### src/rtl/atmr_vote_monitor.sv
// ---------------------------------------------------------------------------
// atmr_vote_monitor
//
// Clocked majority voter and fault monitor for one ATMR benchmark instance.
// It registers the bitwise majority of the three replica vectors and runs a
// HEALTHY/SUSPECT/FAULTY health machine per replica. It also keeps saturating
// per-replica mismatch counters. When a replica becomes FAULTY, an event
// {id, diff} is pushed into a 4-entry valid/ready queue.
//
// Optional feature macro: ATMR_MON_DEGRADE_EN
//   defined   : when exactly two replicas are FAULTY, z takes the remaining
//               replica's vector. When all three are FAULTY, z = majority.
//   undefined : z is always the majority. Fault bits are status only.
//
// Ports
//   clk, rst_n            clock, synchronous active-low reset
//   in_valid              replica vectors form a sample this cycle
//   ori_o/mai_o/men_o     replica outputs, replica ids 0/1/2
//   clr_fault             pulse: all replicas HEALTHY, cc cleared, ev_ovf cleared
//   z, z_valid            registered voted vector and its sample strobe
//   unc_err               pulse with z_valid: >=2 replicas disagreed
//   fault[2:0]            per-replica FAULTY flag
//   mis_cnt0/1/2          saturating mismatching-sample counters
//   ev_valid/ev_ready     event queue handshake
//   ev_id, ev_diff        head event: replica id and its diff mask
//   ev_ovf                sticky: an event was dropped on a full queue
// ---------------------------------------------------------------------------
module atmr_vote_monitor #(
  parameter int W      = 10,
  parameter int THRESH = 4,
  parameter int CNT_W  = 16
) (
  input  logic             clk,
  input  logic             rst_n,
  input  logic             in_valid,
  input  logic [W-1:0]     ori_o,
  input  logic [W-1:0]     mai_o,
  input  logic [W-1:0]     men_o,
  input  logic             clr_fault,
  output logic [W-1:0]     z,
  output logic             z_valid,
  output logic             unc_err,
  output logic [2:0]       fault,
  output logic [CNT_W-1:0] mis_cnt0,
  output logic [CNT_W-1:0] mis_cnt1,
  output logic [CNT_W-1:0] mis_cnt2,
  output logic             ev_valid,
  input  logic             ev_ready,
  output logic [1:0]       ev_id,
  output logic [W-1:0]     ev_diff,
  output logic             ev_ovf
);

  localparam logic [1:0] ST_HEALTHY = 2'd0;
  localparam logic [1:0] ST_SUSPECT = 2'd1;
  localparam logic [1:0] ST_FAULTY  = 2'd2;

  logic [2:0][W-1:0]     w_rep;
  logic [2:0][W-1:0]     w_diff;
  logic [2:0][CNT_W-1:0] w_mis_cnt;
  logic [W-1:0]          w_maj;
  logic [W-1:0]          w_z;
  logic [2:0]            w_mism;
  logic [2:0]            w_push;
  logic                  w_unc;

  assign w_rep[0] = ori_o;
  assign w_rep[1] = mai_o;
  assign w_rep[2] = men_o;
  assign w_maj    = (ori_o & mai_o) | (ori_o & men_o) | (mai_o & men_o);
  assign w_unc    = (w_mism[0] & w_mism[1]) | (w_mism[0] & w_mism[2]) | (w_mism[1] & w_mism[2]);

  // Per-replica health machine and mismatch counter
  for (genvar gi = 0; gi < 3; gi++) begin : g_rep
    logic [1:0]       r_state;
    logic [3:0]       r_cc;
    logic [CNT_W-1:0] r_mis_cnt;
    logic [1:0]       w_state_eff;
    logic [1:0]       w_state_next;
    logic [3:0]       w_cc_eff;
    logic [3:0]       w_cc_next;
    logic [4:0]       w_cc_inc;
    logic             w_push_l;

    assign w_diff[gi]    = w_rep[gi] ^ w_maj;
    assign w_mism[gi]    = |w_diff[gi];
    // A clear in the same cycle as a sample is applied first
    assign w_state_eff   = clr_fault ? ST_HEALTHY : r_state;
    assign w_cc_eff      = clr_fault ? 4'd0 : r_cc;
    assign w_cc_inc      = {1'b0, w_cc_eff} + 5'd1;
    assign w_push[gi]    = w_push_l;
    assign fault[gi]     = (r_state == ST_FAULTY);
    assign w_mis_cnt[gi] = r_mis_cnt;

    always_comb begin
      w_state_next = w_state_eff;
      w_cc_next    = w_cc_eff;
      w_push_l     = 1'b0;
      if (in_valid) begin
        case (w_state_eff)
          ST_HEALTHY: begin
            if (w_mism[gi]) begin
              w_state_next = ST_SUSPECT;
              w_cc_next    = 4'd1;
            end
          end
          ST_SUSPECT: begin
            if (!w_mism[gi]) begin
              w_state_next = ST_HEALTHY;
              w_cc_next    = 4'd0;
            end else begin
              w_cc_next = w_cc_inc[3:0];
              if (w_cc_inc == 5'(THRESH)) begin
                w_state_next = ST_FAULTY;
                w_push_l     = 1'b1;
              end
            end
          end
          default: ;  // FAULTY is sticky until clr_fault
        endcase
      end
    end

    always_ff @(posedge clk) begin
      if (!rst_n) begin
        r_state   <= ST_HEALTHY;
        r_cc      <= 4'd0;
        r_mis_cnt <= '0;
      end else begin
        r_state <= w_state_next;
        r_cc    <= w_cc_next;
        if (in_valid && w_mism[gi] && (r_mis_cnt != {CNT_W{1'b1}}))
          r_mis_cnt <= r_mis_cnt + CNT_W'(1);
      end
    end
  end

  assign mis_cnt0 = w_mis_cnt[0];
  assign mis_cnt1 = w_mis_cnt[1];
  assign mis_cnt2 = w_mis_cnt[2];

`ifdef ATMR_MON_DEGRADE_EN
  // Degrade selection looks at the fault flags as they stand once any
  // same-cycle clear has been applied
  logic [2:0] w_fault_eff;
  assign w_fault_eff = clr_fault ? 3'b000 : fault;
  always_comb begin
    case (w_fault_eff)
      3'b011:  w_z = men_o;
      3'b101:  w_z = mai_o;
      3'b110:  w_z = ori_o;
      default: w_z = w_maj;
    endcase
  end
`else
  assign w_z = w_maj;
`endif

  logic [W-1:0] r_z;
  logic         r_z_valid;
  logic         r_unc_err;

  always_ff @(posedge clk) begin
    if (!rst_n) begin
      r_z       <= '0;
      r_z_valid <= 1'b0;
      r_unc_err <= 1'b0;
    end else begin
      r_z_valid <= in_valid;
      r_unc_err <= in_valid & w_unc;
      if (in_valid) r_z <= w_z;
    end
  end

  assign z       = r_z;
  assign z_valid = r_z_valid;
  assign unc_err = r_unc_err;

  // Event queue: 4 entries, up to three pushes per cycle in id order
  logic [1:0]      r_q_id   [4];
  logic [W-1:0]    r_q_diff [4];
  logic [1:0]      r_rd;
  logic [1:0]      r_wr;
  logic [2:0]      r_cnt;
  logic            r_ev_valid;
  logic            r_ev_ovf;
  logic            w_pop;
  logic [2:0]      w_cnt_avail;
  logic [2:0]      w_n;
  logic [1:0]      w_wp;
  logic [2:0]      w_we;
  logic [2:0][1:0] w_waddr;
  logic            w_drop;

  assign w_pop       = r_ev_valid & ev_ready;
  // Space freed by this cycle's pop is usable by this cycle's pushes
  assign w_cnt_avail = r_cnt - {2'b00, w_pop};

  always_comb begin
    w_n     = w_cnt_avail;
    w_wp    = r_wr;
    w_we    = 3'b000;
    w_waddr = '0;
    w_drop  = 1'b0;
    for (int i = 0; i < 3; i++) begin
      if (w_push[i]) begin
        if (w_n < 3'd4) begin
          w_we[i]    = 1'b1;
          w_waddr[i] = w_wp;
          w_wp       = w_wp + 2'd1;
          w_n        = w_n + 3'd1;
        end else begin
          w_drop = 1'b1;
        end
      end
    end
  end

  always_ff @(posedge clk) begin
    if (!rst_n) begin
      for (int i = 0; i < 4; i++) begin
        r_q_id[i]   <= 2'd0;
        r_q_diff[i] <= '0;
      end
      r_rd       <= 2'd0;
      r_wr       <= 2'd0;
      r_cnt      <= 3'd0;
      r_ev_valid <= 1'b0;
      r_ev_ovf   <= 1'b0;
    end else begin
      for (int i = 0; i < 3; i++) begin
        if (w_we[i]) begin
          r_q_id[w_waddr[i]]   <= 2'(i);
          r_q_diff[w_waddr[i]] <= w_diff[i];
        end
      end
      r_rd       <= r_rd + {1'b0, w_pop};
      r_wr       <= w_wp;
      r_cnt      <= w_n;
      r_ev_valid <= (w_n != 3'd0);
      r_ev_ovf   <= (clr_fault ? 1'b0 : r_ev_ovf) | w_drop;
    end
  end

  assign ev_valid = r_ev_valid;
  assign ev_id    = r_q_id[r_rd];
  assign ev_diff  = r_q_diff[r_rd];
  assign ev_ovf   = r_ev_ovf;

endmodule
### config.mk
export PLATFORM = sky130hd
export DESIGN_NAME = atmr_vote_monitor
export DESIGN_NICKNAME = d
export VERILOG_FILES = /design/src/rtl/atmr_vote_monitor.sv
export SDC_FILE = /design/constraint.sdc
export NUM_CORES = 1
export LEC_CHECK = 0
export BUFFER_PORTS_ARGS = -buffer_cell sky130_fd_sc_hd__buf_2
export CORE_ASPECT_RATIO = 0.8
export CORE_MARGIN = 4
export CORE_UTILIZATION = 35
export CTS_CLUSTER_DIAMETER = 80
export CTS_CLUSTER_SIZE = 10
export DETAILED_ROUTE_END_ITERATION = 10
export HOLD_SLACK_MARGIN = 0.1
export PLACE_DENSITY_LB_ADDON = 0.3
export SLEW_MARGIN = 20
export SYNTH_ARGS = -nofsm -noshare
export SYNTH_HDL_FRONTEND = slang
export SYNTH_SLANG_ARGS = --single-unit
### constraint.sdc
create_clock -name clk -period 11.85 [get_ports clk]
set_clock_uncertainty 0.05 [all_clocks]
set_input_delay 0.5925 -clock clk [delete_from_list [all_inputs] [get_ports clk]]
set_output_delay 0.5925 -clock clk [all_outputs]
set_load 0.1 [all_outputs]
==> metrics.md <==
| Metric | Value |
|---|---|
| Core footprint | `0.02563 mm2` |
| Post-synthesis sequential area ratio | `0.3363` |
| Syn Nets | `1103` |
| Number of global-route vias before repair | `7677` |
| CP endpoint kind | `flip-flop` |
| Vias per inst | `5.758` |
| Worst setup SP type | `flip-flop` |
| Post-synth EDFFs | `40` |
| #FFs+latches synth | `135` |
| Detailed Routing Iterations Pass 1 | `6` |
| Drt wl/cell | `19.55 um` |
| CTS clk-pin slew, worst paths | `80 ps` |
| CP Class | `reg -> reg` |
| Port Buffers | `111` |
| WP buf/inv | `1` |
| Grt ovf | `0` |
| Ys flop type | `dfxtp_1` |
| Reg2reg path depth | `13` |
| Final Max Tran Viols | `0` |
| Mapped cell area | `0.009226 mm2` |
| Commonest non-fill, non-tap cell in the layout | `buf_2` |
| Lkg Pwr | `0.003916 uW` |
| Final period util | `0.4182` |
| HP Start | `ori_o[1]` |
| Critical path required time | `11880 ps` |
| Die span in x | `189.5 um` |
| # hold bufs at CTS | `0` |
| CTS Buf Count | `17` |
| Status | `finished, final reports clean` |
| Ant diodes | `0` |
| Period minus WS final | `4955 ps` |
| Routed wire length | `28860 um` |
| Chip Height | `153.2 um` |
| CTS root buf | `clkbuf_16` |
| Final setup TNS | `0 ps` |
| Postcts setup bufs | `0` |
| DRC Markers | `0` |
| R2R Path End | `r_q_diff[2][1]$_DFFE_PP_` |
| Reg-to-reg slack, setup | `6890 ps` |
| Total GRT Usage | `0.1937` |
| Antenna-violating nets left | `0` |
| Slowest stage delay, CP | `830 ps` |
| Hold Path End | `z[1]$_SDFFE_PN0P_` |
| Clk sinks | `135` |
| CP max-delay cell | `nor3_4` |
| Post-synth ARST share | `0` |
| Ys Warns | `0` |
| Final HPWL from detailed placement | `20210 um` |
| H-tree depth | `4` |
| Distinct cells, synth | `78` |
| Final #Nets | `1160` |
| Routability cong. | `0.9077` |
| Share of cells above drive strength 1 | `0.2062` |
| Rel. slew slack | `0.2162` |
| Max Cap Viol | `0` |
| RR Startpoint | `ev_valid$_SDFF_PN0_` |
| Critical path fanouts, max | `26` |
| Critical Path, Cell by Cell | `and2_1 -> ha_1 -> ha_1 -> xor2_1 -> inv_1 -> ha_1 -> mux2i_2 -> nor3_4 -> nor2_1 -> ha_1 -> nor2_1 -> and3_1 -> nand2b_1` |
| CTS tree | `built` |
| # rows | `52` |
| Vias | `8499` |
| First-pass GRT wire length | `45220 um` |
| Syn avg cell area | `8.745 um2` |
| Die footprint | `0.02904 mm2` |
| Layout area overhead | `14.25%` |
| Worst hold path cell count | `3` |
| Deepest clock path buffer count | `2` |
| Top cell by count, worst path | `ha_1` |
| Crit. path cell count | `13` |
| Power per cell area | `125.1 mW/mm2` |
| Initial core utilization | `0.3599` |
| DRT iter0 DRCs | `1397` |
| RSZ-0062 raised after global routing | `no` |
| Initial antenna violation count | `1` |
| Fillers | `2597` |
| Crit-path leading delay family | `simple AND/OR/NAND/NOR gates` |
| # setup viols final | `0` |
| Worst Path Arrival | `4980 ps` |
| Final hold vios | `0` |
| Fmax | `201.8 MHz` |
| Min-Delay Path Class | `in -> reg` |
| Resized cells post-CTS | `0` |
| Cells after synthesis | `1055` |
| Worst Max-Slew Pin Slew | `1163 ps` |
| # IOs | `112` |
| Worst vdd ir | `0.07048 mV` |
| Largest net degree at the start of global routing | `68` |
| Worst hold slack | `411.9 ps` |
| Commonest cells after routing, fill and taps aside | `buf_2 (111), dfxtp_1 (95), nor2_1 (91)` |
| Clk Latency, worst-skew pair | `430 ps` |
-- tightest hold or removal path, delay by kind of cell --
| family | cells | cell delay [ps] |
|---|---|---|
| compound gates | 1 | 70 |
| simple gates | 1 | 60 |
| buf+inv | 1 | 130 |
-- cell usage after synthesis (15+ instances only) --
cell      number  share of area
o32a_1        18          0.020
nor3_1        39          0.021
nand4_1       20          0.014
a32oi_1       24          0.023
mux2_2        33          0.040
o21ai_0       47          0.025
a21oi_1       34          0.018
mux2_1        16          0.020
nand3b_1      15          0.012
edfxtp_1      40           0.13
dfxtp_1       95           0.21
xor2_1        24          0.023
nand2_1       78          0.032
xnor2_1       22          0.021
buf_2         17         0.0092
inv_1         24         0.0098
nand3_1       45          0.024
clkbuf_1      57          0.023
nand2b_1      37          0.025
and2_1        16          0.011
nor2b_1       23          0.016
nor2_1        93          0.038
o22ai_1       39          0.026
mux2i_1       23          0.025
-- how the worst max path moves through the flow --
stage                     slack [ps]                 from                        to
after global routing            6560  ev_valid$_SDFF_PN0_  r_q_diff[1][0]$_DFFE_PP_
after CTS                       6900  ev_valid$_SDFF_PN0_  r_q_diff[1][0]$_DFFE_PP_
after floorplan                 7360  ev_valid$_SDFF_PN0_  r_q_diff[2][0]$_DFFE_PP_
final                           6890  ev_valid$_SDFF_PN0_  r_q_diff[2][1]$_DFFE_PP_
after global placement          6720             ev_ready  r_q_diff[1][0]$_DFFE_PP_
after detailed placement        6580             ev_ready  r_q_diff[1][4]$_DFFE_PP_
-- cell families (layout without fill, tap and decap cells) --
family,after synthesis,in the layout,synth area share
AO/OA/AOI/OAI,245,245,0.1918
XOR/XNOR,47,47,0.04543
adder cells (fa/ha/maj),15,15,0.01980
buffers and inverters,104,174,0.04584
flip-flops,135,135,0.3363
multiplexers,92,92,0.1269
AND/OR/NAND/NOR,417,417,0.2339
-- final cells by class --
| type | count | area (um2) | area share |
|---|---|---|---|
| multi-input cells | 816 | 5722 | 0.5428 |
| repair buffers | 118 | 608.1 | 0.05769 |
| well taps | 351 | 439.2 | 0.04166 |
| clock inverters | 15 | 153.9 | 0.01460 |
| inverters | 24 | 90.09 | 0.008546 |
| flip-flops and latches | 135 | 3103 | 0.2944 |
| clock buffers | 17 | 425.4 | 0.04036 |
-- routing by layer --
| metal | GRT usage | part of all wire | vias to the layer above | routed length [um] |
|---|---|---|---|---|
| li1 | - | - | 4073 | - |
| met1 | 0.3005 | 0.48 | 3985 | 13870 |
| met2 | 0.2584 | 0.40 | 394 | 11450 |
| met3 | 0.05723 | 0.11 | 47 | 3031 |
| met4 | 0.04993 | 0.018 | 0 | 507 |
| met5 | 0 | 0 | - | 0 |
-- through the flow --
step	area, um2	utilization	power, uW	worst slack (ps)	cells
2_1_floorplan	9226	-	735.4	7362	1055
3_3_place_gp	9960	0.3885	793.5	6716	1444
3_5_place_dp	9962	0.3886	797.7	6583	1444
4_1_cts	10540	0.4112	1332	6902	1476
5_1_grt	10540	0.4112	1375	6556	1476
6_report	10540	0.4112	1319	6895	1476
-- power breakdown --
| part | internal [uW] | switching [uW] |
|---|---|---|
| logic | 71.4 | 211 |
| registers | 492 | 15.3 |
| clock network | 297 | 233 |
-- registers in the layout, indices dropped and copies added (netlist names) --
register	count
r_q_diff	40
mis_cnt0	16
mis_cnt1	16
mis_cnt2	16
g_rep.r_cc	12
z	10
r_q_id	8
g_rep.r_state	6
r_cnt	3
r_rd	2
r_wr	2
ev_ovf	1
ev_valid	1
unc_err	1
z_valid	1
(Power assumes the default switching activity.)
